==> src/rtl/fetch_pkg.sv <==
// fetch_pkg: shared FSM state encoding, NOP encoding and default fetch parameters
package fetch_pkg;
  typedef enum logic [1:0] {RUN = 2'd0, HOLD = 2'd1, REDIR = 2'd2} state_t;
  localparam logic [31:0] NOP_INSTR = 32'h0000_0000;
  localparam logic [31:0] DEF_RESET_PC = 32'h0000_0000;
  localparam int DEF_PC_STEP = 4;
endpackage

==> src/rtl/fetch_stage_if_id_reg.sv <==
// if_id_reg: IF/ID slot (pc, instruction, valid); flush beats load, neither holds; ports clk, rst (async low), load, flush, pc_in, instr_in -> pc, instruction, valid
module if_id_reg
  import fetch_pkg::*;
(
  input  logic        clk,
  input  logic        rst,
  input  logic        load,
  input  logic        flush,
  input  logic [31:0] pc_in,
  input  logic [31:0] instr_in,
  output logic [31:0] pc,
  output logic [31:0] instruction,
  output logic        valid
);
  always_ff @(posedge clk or negedge rst) begin
    if (!rst) begin
      pc <= '0;
      instruction <= NOP_INSTR;
      valid <= 1'b0;
    end else if (flush) begin
      pc <= '0;
      instruction <= NOP_INSTR;
      valid <= 1'b0;
    end else if (load) begin
      pc <= pc_in;
      instruction <= instr_in;
      valid <= 1'b1;
    end
  end
endmodule

==> src/rtl/fetch_stage.sv <==
// fetch_stage: PC, next-PC mux, RUN/HOLD/REDIR FSM and IF/ID slot; ports clk, rst (async low), freeze, branch_taken, branch_addr, imem_addr, imem_rdata, pc_id, instruction_id, valid_id, fetch_state, plus stall_cnt/flush_cnt when FETCH_PERF_CNT_EN is defined
module fetch_stage
  import fetch_pkg::*;
#(
  parameter logic [31:0] RESET_PC = DEF_RESET_PC,
  parameter int          PC_STEP  = DEF_PC_STEP
) (
  input  logic        clk,
  input  logic        rst,
  input  logic        freeze,
  input  logic        branch_taken,
  input  logic [31:0] branch_addr,
  output logic [31:0] imem_addr,
  input  logic [31:0] imem_rdata,
  output logic [31:0] pc_id,
  output logic [31:0] instruction_id,
  output logic        valid_id,
  output logic [1:0]  fetch_state
`ifdef FETCH_PERF_CNT_EN
  ,
  output logic [31:0] stall_cnt,
  output logic [31:0] flush_cnt
`endif
);
  logic [31:0] pc, pc_seq;
  state_t state;
  assign pc_seq = pc + 32'(PC_STEP);
  assign imem_addr = pc;
  assign fetch_state = state;
  always_ff @(posedge clk or negedge rst) begin
    if (!rst) begin
      pc <= RESET_PC;
      state <= RUN;
    end else begin
      pc <= branch_taken ? {branch_addr[31:2], 2'b00} : freeze ? pc : pc_seq;
      state <= branch_taken ? REDIR : freeze ? HOLD : RUN;
    end
  end
  if_id_reg u_if_id (
    .clk        (clk),
    .rst        (rst),
    .load       (!freeze),
    .flush      (branch_taken),
    .pc_in      (pc_seq),
    .instr_in   (imem_rdata),
    .pc         (pc_id),
    .instruction(instruction_id),
    .valid      (valid_id)
  );
`ifdef FETCH_PERF_CNT_EN
  always_ff @(posedge clk or negedge rst) begin
    if (!rst) begin
      stall_cnt <= '0;
      flush_cnt <= '0;
    end else begin
      stall_cnt <= (freeze && !branch_taken && stall_cnt != '1) ? stall_cnt + 32'd1 : stall_cnt;
      flush_cnt <= (branch_taken && flush_cnt != '1) ? flush_cnt + 32'd1 : flush_cnt;
    end
  end
`endif
endmodule

==> config.mk <==
export PLATFORM = sky130hd
export DESIGN_NAME = fetch_stage
export DESIGN_NICKNAME = d
export VERILOG_FILES = /design/src/rtl/fetch_pkg.sv /design/src/rtl/fetch_stage_if_id_reg.sv /design/src/rtl/fetch_stage.sv
export SDC_FILE = /design/constraint.sdc
export NUM_CORES = 1
export LEC_CHECK = 0
export ABC_CLOCK_PERIOD_IN_PS = 2100
export CAP_MARGIN = 20
export CORE_MARGIN = 2
export CORE_UTILIZATION = 35
export CTS_CLUSTER_SIZE = 30
export DETAILED_ROUTE_END_ITERATION = 12
export PLACE_DENSITY = 0.77
export SLEW_MARGIN = 40
export SYNTH_ARGS = -nofsm -noshare
export SYNTH_HDL_FRONTEND = slang
export SYNTH_SLANG_ARGS = --single-unit
==> constraint.sdc <==
create_clock -name clk -period 2.1 [get_ports clk]
set_clock_uncertainty 0.05 [all_clocks]
set_input_delay 0.42 -clock clk [delete_from_list [all_inputs] [get_ports clk]]
set_output_delay 0.42 -clock clk [all_outputs]
set_load 0.02 [all_outputs]
==> results of run 1 <==
[worst max-delay path, cell delays in order, from the launching register on]
cell	delay, ps
dfrtp_2	400
nand4_1	120
buf_6	150
or4_1	670
or4_1	440
a31oi_1	180
[cells in the mapped netlist, drive strengths merged, types with 5 or more instances]
library cell and instances:
or4 17, o31ai 10, o21ai 25, xnor2 20, a211oi 12, a21oi 11, nor4 10, clkbuf 36
buf 8, and4 7, nand4 10, nand3 13, nand2 37, a2111oi 5, nor3 11, a31oi 12
inv 11, dfrtp 96, nor2 74, mux2i 32, or3 10, a311oi 8
[flip-flops by register name (all words and copies together), names as in the netlist]
register and count:
fetch_state 2, imem_addr 30, u_if_id.instruction 32, u_if_id.pc 31
u_if_id.valid 1
[path summary, 6_finish.rpt]
check | endpoint
min | u_if_id.valid
min reg2reg | u_if_id.valid
max in group asynchronous | u_if_id.instruction[4]
max | imem_addr[25]
max reg2reg | imem_addr[25]
min in group clk | u_if_id.pc[22]
[cell families (layout without fill, tap and decap cells)]
kind of cell    Yosys count  in the layout  share of synthesized area (%)
compound gates           95             95                          13.20
xor+xnor                 24             24                          4.322
fa+ha+maj                 1              1                         0.2572
buf+inv                  56            253                          4.811
flops                    96             96                          49.40
mux                      32             32                          6.586
other cells               1              2                        0.07711
simple gates            205            206                          21.35
[stage by stage]
step                      total power [uW]  hold slack, ps  instances  setup TNS (ps)
after floorplan                       2673           74.41        511          -302.4
after global placement                3311           411.5        869          -178.0
after detailed placement              3339           432.9        869          -407.6
after CTS                             5131           57.56        889          -13.76
after global routing                  5307           70.44        889          -174.3
final                                 5078           38.45        889               0
[layout by cell type (no fill, tap or decap), types with 12 or more instances in the layout]
| master | netlist | final |
|---|---|---|
| buf_4 | 3 | 61 |
| mux2i_1 | 32 | 32 |
| nand2_1 | 37 | 37 |
| o21ai_0 | 25 | 25 |
| dfrtp_1 | 96 | 85 |
| a31oi_1 | 12 | 12 |
| nor2_1 | 74 | 74 |
| xnor2_1 | 20 | 20 |
| a211oi_1 | 12 | 12 |
| clkdlybuf4s50_1 | 0 | 159 |
[routing by layer]
metal	up-vias	GRT usage (%)
met2	211	33.90
li1	2243	-
met1	2292	27.13
met5	-	0
met3	24	7.257
met4	0	7.471
[power by group through the flow]
stage	sequential, uW	combinational (uW)	clock [uW]
2_1_floorplan	2310	362	0
6_report	2090	1230	1760
4_1_cts	2090	1230	1810
3_5_place_dp	2120	1220	0
5_1_grt	2100	1330	1880
3_3_place_gp	2110	1200	0
[final cells by class]
type,instances,area share (%)
sequential,96,32.40
inverter,12,0.6040
clock buffer,10,3.070
clock inverter,6,1.124
timing repair buffer,225,28.59
multi-input combinational,360,31.19
tap,180,3.020
[repair_timing]
action	4_1_cts	5_1_grt
setup endpoints to repair	10	15
gates resized for setup	6	14
gates cloned	1	0
setup buffers	3	0
pin swaps	6	6
==> metrics.txt, run 1 <==
register area share after synthesis=49.40%; drt via density=~5.4; Die ar.=0.01485 sq mm; TritonCTS clock tree=built; share of cells above drive strength 1=roughly 16%; global router's overall resource usage=21.32%; Yosys reg bits=96; RSZ-0062 raised after global routing=yes; Min Clock Period, post-route=2098 ps; dpl hpwl=about 11000 um; core area=0.01372 sq mm; Setup Viol. Count Final=0; floorplan row count=43; cell depth of the worst flop-to-flop path=5; top area cells in the synthesized netlist=dfrtp_1 (49%), mux2i_1 (6.6%), nor2_1 (5.7%), xnor2_1 (3.6%), nand2_1 (2.9%); LEAKAGE=~0.0030 uW; CTS clk-pin slew, worst paths=roughly 70 ps; ys flop type=dfrtp_1; Port-buffer cells=between 150 and 200; Slew @ Worst Pin=684.2 ps; run status=completed; die extent in x=around 120 um; critical path arrival=between 2000 and 2500 ps; Synthesis Warnings=0; Clock power frac=~35%; number of I/O pins=approximately 170; CTS Buf Count=9; WL met1=roughly 6400 um; final worst-path setup slack=approximately 2.5 ps; nets=roughly 770; CP Class=register to register; Worst setup startpoint=imem_addr[2]; vias in the first global route=about 4.8k; PwrDens=between 600 and 700 mW/mm^2; starting density of the core=approximately 35%; Final Max Slew Viols=0; initial antenna violation count=0; gpl congestion=around 0.89; post-synth top area share=roughly 50%; hold buffers post-CTS=0; area grow syn2layout=53.33%; final core utilization=between 50% and 60%; Ant. Diodes=0; Fillers=1214; CTS Sinks=between 90 and 100; Final Cell Area=roughly 0.0075 sq mm; vias=roughly 4.8k; DP Worst Slack=-120.7 ps; worst flop-to-flop path startpoint=imem_addr[2]; ys async rst share=100.0%; worst hold-check path type=primary input to asynchronous set/reset pin; Multi-input gate area=0.002326 sq mm; Int Power=around 3600 uW; H-tree Lvls=3; Crit. End Element=register; post-place instance area=0.007047 sq mm; drt drc=0; top cell type by total area after synthesis=dfrtp_1; pin count of the biggest net entering global routing=slightly below 90; peak supply drop=392.6 uV; Cell Area, Synth=approximately 0.005 sq mm; crit path max fanout=6; Detailed Route Iter0 Violations=374; R2R Setup Slk=2 ps; Synth Instances=510; wire length per cell=about 17 um; met2 routed WL=between 7000 and 8000 um; first-pass GRT wire length=between 20000 and 25000 um; Psw=1459 uW; Clk Latency, worst-skew pair=~350 ps; Clock Tree Root=clkbuf_16; switching part of the total power=about 29%; CP Launch Type=register; FF+latch area=approximately 0.0024 sq mm; Post-Syn Area per Cell=~9.5 sq um; DR WL met3=between 1000 and 1500 um; drt first pass iters=5; Final Hold Fails=0; Post-synth EDFFs=0; post-synthesis cell type count=46; Worst EP required=2320 ps; ANT nets after route=0; max cap viols=0; fin crit share=99.88%; total grt overflow=0; Comb pwr share=~24%; clock tree buffer depth=2; sequential power share=41.1%; overall routed net length=15410 um; Max-slew headroom=54.38%; die height=around 120 um; uppermost layer routed=met4; Fmax=~480 MHz
Power figures use the tool's default switching activity.
==> run 2: changes to the inputs <==
--- a/config.mk
+++ b/config.mk
@@ -12,6 +12,7 @@
 export CTS_CLUSTER_SIZE = 30
 export DETAILED_ROUTE_END_ITERATION = 12
 export PLACE_DENSITY = 0.77
+export SKIP_LAST_GASP = 1
 export SLEW_MARGIN = 40
 export SYNTH_ARGS = -nofsm -noshare
 export SYNTH_HDL_FRONTEND = slang
==> constraint.sdc (replaced) <==
create_clock -name clk -period 2.1 [get_ports clk]
set_clock_uncertainty 0.05 [all_clocks]
set_input_delay 0.315 -clock clk [delete_from_list [all_inputs] [get_ports clk]]
set_output_delay 0.315 -clock clk [all_outputs]
set_load 0.02 [all_outputs]
==> metrics.txt, run 2 (synthesis results as in run 1) <==
run status=finished with violations; failing checks=setup timing; Clock power frac=34.6% (about the same); Comb pwr share=24.5% (+0.3 points); Port-buffer cells=162 (unchanged); vias in the first global route=4943 (+2.3%); Fmax=463.5 MHz (-2.8%); Int Power=3665 uW (+1.3%); core area=0.01372 sq mm (unchanged); max reg flops=32 (unchanged); first-pass GRT wire length=24850 um (+0.25%); floorplan row count=43 (unchanged); Crit. End Element=register; DP Worst Slack=-57.94 ps (+62.78 ps); CTS Buf Count=9 (unchanged); area grow syn2layout=54.77%; drt first pass iters=5 (unchanged); critical path's largest stage delay=640 ps (-30 ps); CP Launch Type=register; Final Max Slew Viols=0 (unchanged); CP endpoint=imem_addr[21]; worst reg2reg endpoint=imem_addr[21]; global router's overall resource usage=21.40% (+0.076 points); PwrDens=679.8 mW/mm^2 (-0.17%); pin count of the biggest net entering global routing=56 (-37%); Slew @ Worst Pin=702.2 ps (+17.95 ps); Crit-path slowest cell=or4_4; TritonCTS clock tree=built; drt via density=5.460 (+1.8%); overall routed net length=15790 um (+2.4%); most common cell after layout, fill and taps aside=clkdlybuf4s50_1; ANT nets after route=0 (unchanged); critical path arrival=2300 ps (-20 ps); Worst EP required=2240 ps (-80 ps); leading cell types in the layout, fill and taps excluded=clkdlybuf4s50_1 (159), dfrtp_1 (86), nor2_1 (74), buf_4 (64), nand2_1 (37); R2R Setup Slk=-60 ps (-60 ps); die extent in x=121.9 um (unchanged); Max-slew headroom=53.14% (-1.2 points); Min-Delay Startpoint=branch_taken; total grt overflow=0 (unchanged); switching part of the total power=28.38% (-0.35 points); Psw=1452 uW (-0.45%); dpl hpwl=11380 um (+2.3%); share of cells above drive strength 1=16.46% (+0.80 points); gpl congestion=0.8557 (-3.6%); RSZ-0062 raised after global routing=yes; logic depth of the worst path, buffers included=5 (unchanged); number of I/O pins=167 (unchanged); CP Class=register to register; sequential power share=40.9% (-0.2 points); CP cell instances=nand4_1 > or4_4 > buf_4 > o41ai_1 > a31oi_1; Min Clock Period, post-route=2157 ps (+59.79 ps); Worst setup startpoint=imem_addr[2]; Ant. Diodes=0 (unchanged); worst hold-check path type=primary input to register; nets=775 (+0.26%); CTS Sinks=96 (unchanged); Top reg by flops=u_if_id.instruction; starting density of the core=35.45% (unchanged); Setup Viol. Count Final=5 (+5); fin crit share=102.7% (+2.8 points); Detailed Route Iter0 Violations=321 (-14%); CP delay by family, top=simple AND/OR/NAND/NOR gates; Die ar.=0.01485 sq mm (unchanged); vias=4865 (+2.0%); CTS clk-pin slew, worst paths=70 ps (about the same); worst flop-to-flop path startpoint=imem_addr[2]; Fillers=1267 (+4.4%); clock tree buffer depth=2 (unchanged); wire length per cell=17.72 um (+2.2%); final worst-path setup slack=-57.32 ps (-59.79 ps); Final Hold Fails=0 (unchanged); die height=121.9 um (unchanged); Clock Tree Root=clkbuf_16; crit path max fanout=5 (-1); max cap viols=0 (unchanged); cell depth of the worst flop-to-flop path=5 (unchanged); CP Buf/Inv Count=1 (unchanged); LEAKAGE=0.003059 uW (+0.83%); H-tree Lvls=3 (unchanged); initial antenna violation count=0 (unchanged); drt drc=0 (unchanged); peak supply drop=413.7 uV (+5.4%); final hold slack=188.5 ps (+150.1 ps); final core utilization=54.87% (+0.51 points); Clk Latency, worst-skew pair=350 ps (about the same)
[run 2: routing by layer]
layer	part of all wire (%)	GRT usage [%]	routed length, um
met5	0	0	0
met4	2.2	7.471	347
met3	10	7.397	1604
met2	47	34.11	7470
met1	40	27.09	6363
[run 2: layout make-up]
| class | count | area (sq um) | share of cell area, % |
|---|---|---|---|
| clock inverters | 3 | 65.06 | 0.8644 |
| flip-flops and latches | 96 | 2415 | 32.08 |
| repair buffers | 227 | 2133 | 28.34 |
| well taps | 180 | 225.2 | 2.992 |
| clock buffers | 13 | 250.2 | 3.324 |
| inverters | 12 | 45.04 | 0.5984 |
| multi-input cells | 360 | 2394 | 31.80 |
[run 2: power groups by stage]
stage | clock network, uW | logic, uW | registers, uW
after floorplan | 0 | 362 | 2310
after global placement | 0 | 1200 | 2110
final | 1770 | 1260 | 2090
after detailed placement | 0 | 1220 | 2120
after global routing | 1900 | 1350 | 2100
after CTS | 1820 | 1230 | 2090
[run 2: timing repair]
item	4_1_cts	5_1_grt
pin swaps	1	9
endpoints found under the setup margin	7	17
setup buffers	0	3
hold buffers	1	0
hold endpoints to repair	35	0
gates cloned	0	1
resized for setup	3	25
[run 2: worst min-delay path by stage]
| stage | endpoint | depth (start not counted) |
|---|---|---|
| 4_1_cts | u_if_id.pc[22] | 2 |
| 2_1_floorplan | fetch_state[0] | 0 |
| 3_3_place_gp | u_if_id.valid | 1 |
| 3_5_place_dp | u_if_id.valid | 1 |
| 5_1_grt | u_if_id.pc[22] | 2 |
| 6_report | u_if_id.pc[22] | 2 |
[run 2: metrics by stage]
stage | power (uW) | area (sq um) | TNS (ps) | std cells
2_1_floorplan | 2673 | 4942 | -302.4 | 511
4_1_cts | 5144 | 7371 | -129.4 | 887
5_1_grt | 5360 | 7527 | -637.1 | 891
6_report | 5117 | 7527 | -129.6 | 891
3_5_place_dp | 3343 | 7042 | -216.7 | 870
3_3_place_gp | 3312 | 7042 | 0 | 870
